`config.mk`:
```
export PLATFORM = sky130hd
export DESIGN_NAME = mips_regfile_sb
export DESIGN_NICKNAME = d
export VERILOG_FILES = /design/src/rtl/mips_pkg.sv /design/src/rtl/mips_scoreboard.sv /design/src/rtl/mips_regfile_sb.sv
export SDC_FILE = /design/constraint.sdc
export NUM_CORES = 2
export LEC_CHECK = 0
export BUFFER_PORTS_ARGS = -buffer_cell sky130_fd_sc_hd__buf_2
export CAP_MARGIN = 20
export CORE_AREA = 2 2 421 423
export CTS_BUF_LIST = sky130_fd_sc_hd__clkbuf_4 sky130_fd_sc_hd__clkbuf_8
export DETAILED_ROUTE_END_ITERATION = 16
export DIE_AREA = 0 0 423 425
export PLACE_DENSITY = 0.52
export SETUP_SLACK_MARGIN = 0.05
export SYNTH_ARGS = -nofsm -noshare
export SYNTH_HDL_FRONTEND = slang
export SYNTH_SLANG_ARGS = --single-unit
```
`constraint.sdc`:
```
create_clock -name clk -period 13.06 [get_ports clk]
set_input_delay 1.306 -clock clk [delete_from_list [all_inputs] [get_ports clk]]
set_output_delay 1.306 -clock clk [all_outputs]
set_load 0.02 [all_outputs]
```
`src/rtl/mips_pkg.sv`:
```
// Shared widths and constants for the MIPS register file and scoreboard.
package mips_pkg;

    localparam int unsigned MIPS_DATA_W = 32;
    localparam int unsigned MIPS_ADDR_W = 5;
    localparam int unsigned MIPS_PEND_W = 2;

    // Index of the hardwired-zero register.
    localparam int unsigned ZERO_REG = 0;

endpackage

```
`src/rtl/mips_scoreboard.sv`:
```
// Per-register pending-write counters.
// Drives issue back-pressure, per-port read hazards and a sticky
// "writeback without reservation" error flag.
module mips_scoreboard
    import mips_pkg::*;
#(
    parameter int unsigned ADDR_W = MIPS_ADDR_W,
    parameter int unsigned PEND_W = MIPS_PEND_W,
    parameter int unsigned NUM_RD = 2
) (
    input  logic                     clk,
    input  logic                     rst,
    input  logic [NUM_RD*ADDR_W-1:0] read_reg,
    output logic [NUM_RD-1:0]        read_hazard,
    input  logic                     signal_reg_write,
    input  logic [ADDR_W-1:0]        write_reg,
    input  logic                     issue_valid,
    input  logic [ADDR_W-1:0]        issue_reg,
    output logic                     issue_ready,
    output logic                     sb_error
);

    localparam int unsigned        NREGS    = 2 ** ADDR_W;
    localparam logic [ADDR_W-1:0] ZERO_IDX = ADDR_W'(ZERO_REG);
    localparam logic [PEND_W-1:0] PEND_MAX = '1;
    localparam logic [PEND_W-1:0] PEND_ONE = PEND_W'(1);

    logic [PEND_W-1:0] pend [NREGS];
    logic              issue_acc;
    logic              wb_nz;
    logic [NREGS-1:0]  inc_hit;
    logic [NREGS-1:0]  dec_hit;

    // Back-pressure depends only on the addressed counter, never on issue_valid.
    assign issue_ready = !((issue_reg != ZERO_IDX) && (pend[issue_reg] == PEND_MAX));
    assign issue_acc   = issue_valid && issue_ready && (issue_reg != ZERO_IDX);
    assign wb_nz       = signal_reg_write && (write_reg != ZERO_IDX);

    // Decode which counter is bumped up by an issue and which down by a writeback.
    always_comb begin
        inc_hit = '0;
        dec_hit = '0;
        if (issue_acc) begin
            inc_hit[issue_reg] = 1'b1;
        end
        if (wb_nz) begin
            dec_hit[write_reg] = 1'b1;
        end
    end

    // Counter update: a same-register issue and writeback cancel out; no wrap either way.
    always_ff @(posedge clk) begin
        if (rst) begin
            for (int unsigned r = 0; r < NREGS; r++) begin
                pend[r] <= '0;
            end
        end else begin
            for (int unsigned r = 1; r < NREGS; r++) begin
                if (inc_hit[r] && !dec_hit[r]) begin
                    pend[r] <= pend[r] + PEND_ONE;
                end else if (dec_hit[r] && !inc_hit[r] && (pend[r] != '0)) begin
                    pend[r] <= pend[r] - PEND_ONE;
                end
            end
        end
    end

    // Sticky error on a writeback that finds no reservation to retire.
    always_ff @(posedge clk) begin
        if (rst) begin
            sb_error <= 1'b0;
        end else if (wb_nz && (pend[write_reg] == '0) && !inc_hit[write_reg]) begin
            sb_error <= 1'b1;
        end
    end

    // A read is hazardous unless its last outstanding write retires this cycle.
    for (genvar k = 0; k < NUM_RD; k++) begin : g_haz
        logic [ADDR_W-1:0] idx;
        assign idx = read_reg[k*ADDR_W +: ADDR_W];
        assign read_hazard[k] = (idx != ZERO_IDX) &&
                                ((pend[idx] > PEND_ONE) ||
                                 ((pend[idx] == PEND_ONE) && !dec_hit[idx]));
    end

endmodule

```
`src/rtl/mips_regfile_sb.sv`:
```
// MIPS register file with write-through bypass and an attached
// pending-write scoreboard. Register 0 is hardwired to zero.
module mips_regfile_sb
    import mips_pkg::*;
#(
    parameter int unsigned DATA_W = MIPS_DATA_W,
    parameter int unsigned ADDR_W = MIPS_ADDR_W,
    parameter int unsigned NUM_RD = 2,
    parameter int unsigned PEND_W = MIPS_PEND_W
) (
    input  logic                     clk,
    input  logic                     rst,
    input  logic [NUM_RD*ADDR_W-1:0] read_reg,
    output logic [NUM_RD*DATA_W-1:0] read_data,
    output logic [NUM_RD-1:0]        read_hazard,
    input  logic                     signal_reg_write,
    input  logic [ADDR_W-1:0]        write_reg,
    input  logic [DATA_W-1:0]        write_data,
    input  logic                     issue_valid,
    input  logic [ADDR_W-1:0]        issue_reg,
    output logic                     issue_ready,
    output logic                     sb_error
);

    localparam int unsigned        NREGS    = 2 ** ADDR_W;
    localparam logic [ADDR_W-1:0] ZERO_IDX = ADDR_W'(ZERO_REG);

    logic [DATA_W-1:0] regs [NREGS];
    logic              wr_en;

    assign wr_en = signal_reg_write && (write_reg != ZERO_IDX);

    // Register storage; index 0 is never written so it stays zero.
    always_ff @(posedge clk) begin
        if (rst) begin
            for (int unsigned r = 0; r < NREGS; r++) begin
                regs[r] <= '0;
            end
        end else if (wr_en) begin
            regs[write_reg] <= write_data;
        end
    end

    // Combinational read ports with same-cycle writeback forwarding.
    for (genvar k = 0; k < NUM_RD; k++) begin : g_rd
        logic [ADDR_W-1:0] idx;
        assign idx = read_reg[k*ADDR_W +: ADDR_W];
        assign read_data[k*DATA_W +: DATA_W] =
            (idx == ZERO_IDX)                ? '0         :
            (wr_en && (write_reg == idx))    ? write_data :
                                               regs[idx];
    end

    mips_scoreboard #(
        .ADDR_W (ADDR_W),
        .PEND_W (PEND_W),
        .NUM_RD (NUM_RD)
    ) u_sb (
        .clk              (clk),
        .rst              (rst),
        .read_reg         (read_reg),
        .read_hazard      (read_hazard),
        .signal_reg_write (signal_reg_write),
        .write_reg        (write_reg),
        .issue_valid      (issue_valid),
        .issue_reg        (issue_reg),
        .issue_ready      (issue_ready),
        .sb_error         (sb_error)
    );

endmodule

```
==> summary.txt <==
Yosys
  – Top FF cell, synth: edfxtp_1
  – Warnings from Yosys: 0
  – Synth Area in Compound Gates: 3.52%
  – Post-Syn Instances: 4034
  – Post-synthesis adder-cell area fraction: 0.0205%
  – Seq/Total Area, Yosys: 53.4%
  – Largest family of logic cells by synthesized area: multiplexers
  – Yosys top cell by area: edfxtp_1
  – Synthesis-stage register bit count: 1087
  – Post-synthesis average cell area: 15.2 µm²
  – Number of flops mapped to enable cells by yosys: 1086
  – XOR/XNOR share of the synthesized area: 0.373%
  – Most common cell in the netlist: edfxtp_1
  – Commonest cells in the netlist: edfxtp_1, and2_1, mux4_2, clkbuf_1, nor2_1
  – Post-synthesis mux area share: 26.5%
  – Synth Area in Simple Gates: 13.2%
  – Synth area leaders: edfxtp_1, mux4_2, and2_1
  – Post-synth ARST share: 0%
  – Area fraction of the dominant cell type after synthesis: 53.3%
  – Synth Cell Area: 0.0611 mm²
  – Yosys cell types: 76

Clock network
  – Cts hold-fix bufs: 0
  – CTS sink cnt: 1087
  – Total CTS buffers: 193
  – Worst skew pair latency: 0.95 ns
  – PostCTS Resize Cnt: 0
  – Max Root-Sink Buffers: 3
  – Clk root buf: clkbuf_8
  – Post-CTS setup buffer count: 0
  – Worst-path clk slew: 0.07 ns
  – CTS tree: yes
  – CTS HTree Levels: 4

Worst setup path
  – Critical path class: input port to primary output
  – Crit path capture type: primary output
  – Worst-path fanout max: 66
  – WP data arrival: 5.61 ns
  – CP required: 11.75 ns
  – Setup crit start kind: input port

Timing
  – RSZ-0062 raised after global routing: no
  – Endpoints failing hold: 0
  – Fin Clk Skew: 0.0375 ns
  – Slew HR: 24.2%
  – Setup_tns: 0 ns
  – FMAX: 0.145 GHz
  – Max Slew Vio Count: 0
  – Worst-Margin Slew: 1.14 ns
  – Clock period minus worst slack: 6.92 ns
  – Final period util: 53.0%
  – Setup Viol. Count Final: 0

Routing
  – Final wirelength: 229000 µm
  – Drc violations: 0
  – Post-DRT Antenna Nets: 0
  – 1st-iter DRT viols: 5383
  – Routed vias: 38900
  – Vias per Instance: 5.93
  – Routed WL per cell: 35.0 µm
  – DR pass1 iterations: 6

GRT
  – Largest net degree at the start of global routing: 108
  – Gr ovfl total: 0
  – Number of antenna violations at the first check in global routing: 22
  – First-pass GRT wire length: 317000 µm
  – GRT Util Overall: 25.3%
  – Vias in the first global route: 40100

Floorplan
  – Die area: 0.180 mm²
  – DIE WIDTH: 423 µm
  – Core box area: 0.175 mm²
  – Total I/O pin count: 124
  – Starting Density: 34.9%
  – FP Rows: 154
  – Die Height: 425 µm

Pwr
  – LEAKAGE: 22.9 nW
  – Clock Power Share: 36.9%
  – Cell internal pwr: 6.11 mW
  – Sequential fraction of design power: 49.0%
  – Switching Share: 28.1%
  – Pwr/cell area: 125 mW/mm²
  – Combinational power share: 14.2%
  – Max rail drop VDD: 0.0895 mV
  – NetSw: 2.38 mW

Finish
  – Multi-input logic area: 0.0272 mm²
  – Fillers: 16200
  – Layout Nets: 4103
  – Share of layout cells above drive strength 1: 30.5%
  – Sequential cell area: 0.0326 mm²
  – Final Instance Area: 0.0680 mm²
  – Layout area overhead: 11.3%

Status
  – Status: finished clean

Place
  – Port Buf Inserts: 123
  – GP Congestion: 0.855
  – Detailed Place HPWL: 120000 µm
  – Dpl cell area: 0.0643 mm²

Flow run
  – Max-capacitance violation count: 0

Hold path
  – Hold Crit Class: register to register
[cell families after synthesis]
family | after synthesis
other | 1
and+or+nand+nor | 1386
muxes | 773
adders and majority gates | 1
AOI/OAI and AO/OA | 301
xor gates and xnor gates | 26
DFF | 1087
buffers and inverters | 459
[registers in the layout (all words and copies together) (netlist names)]
name,cells
regs,1024
u_sb.sb_error,1
u_sb.pend,62
[placed cells by master, fill, tap and decap left out, types with 20 or more instances in the layout]
master       n
buf_4       96
clkinv_1    65
nand3_1     37
clkinv_2    20
nor2_4      32
clkbuf_8   193
and2_1     964
and3_1      45
or3_1       23
mux4_2     677
o21ai_0     40
nand2_1     55
a21oi_1     56
edfxtp_1  1086
clkbuf_4    55
mux2i_1     90
buf_2      112
a211oi_1    82
nor2_1     139
nor3_1      22
conb_1      32
[worst paths after layout]
| check | start | to | slack, ns | depth (start not counted) |
|---|---|---|---|---|
| setup / recovery | read_reg[0] | read_data[5] | 6.14 | 8 |
| setup reg to reg | u_sb.pend[27][0]$_SDFFCE_PP0P_ | u_sb.pend[2][1]$_SDFFCE_PN0P_ | 9.55 | 7 |
| hold / removal | u_sb.sb_error$_SDFFE_PP0P_ | u_sb.sb_error$_SDFFE_PP0P_ | 0.50 | 1 |
| hold reg to reg | u_sb.sb_error$_SDFFE_PP0P_ | u_sb.sb_error$_SDFFE_PP0P_ | 0.50 | 1 |
[worst max-delay path: stages]
cell and delay, ns:
buf_8 0.61, buf_4 0.87, buf_4 0.85, mux4_2 0.59, mux4_2 0.49, mux2i_1 0.42
a211oi_1 0.16, buf_2 0.22
[area by class of cell]
class | count | share of cell area, %
timing repair buffer | 221 | 2.19
tap | 2340 | 4.30
sequential | 1087 | 48.0
clock inverter | 100 | 0.888
antenna | 9 | 0.0331
multi-input combinational | 2519 | 40.0
inverter | 24 | 0.136
clock buffer | 248 | 4.51
[layer usage]
layer  GRT usage [%]  vias to the layer above  share of wire, %
met4            11.1                        2               4.5
met3            4.43                      488               8.3
met2            41.7                     2078                48
li1                -                    15800                 -
met1            32.9                    20400                39
met5               0                        -            0.0057
[metrics by stage]
stage	hold WS [ns]	power (mW)	utilization, %	setup WS, ns	std cells
6_report	0.496	8.49	38.8	6.14	6548
5_1_grt	0.537	8.75	38.8	5.77	6542
4_1_cts	0.504	8.54	38.8	5.97	6538
3_5_place_dp	0.476	5.43	36.7	5.98	6190
3_3_place_gp	0.471	5.42	36.7	5.98	6190
2_1_floorplan	0.594	4.97	-	7.81	4065
[power groups by stage]
stage,combinational (mW),sequential [mW],clock (mW)
2_1_floorplan,0.789,4.18,0
3_3_place_gp,1.21,4.21,0
3_5_place_dp,1.21,4.22,0
4_1_cts,1.21,4.15,3.17
5_1_grt,1.26,4.18,3.32
6_report,1.21,4.16,3.13
No activity file was read; power rests on OpenSTA's default activity.
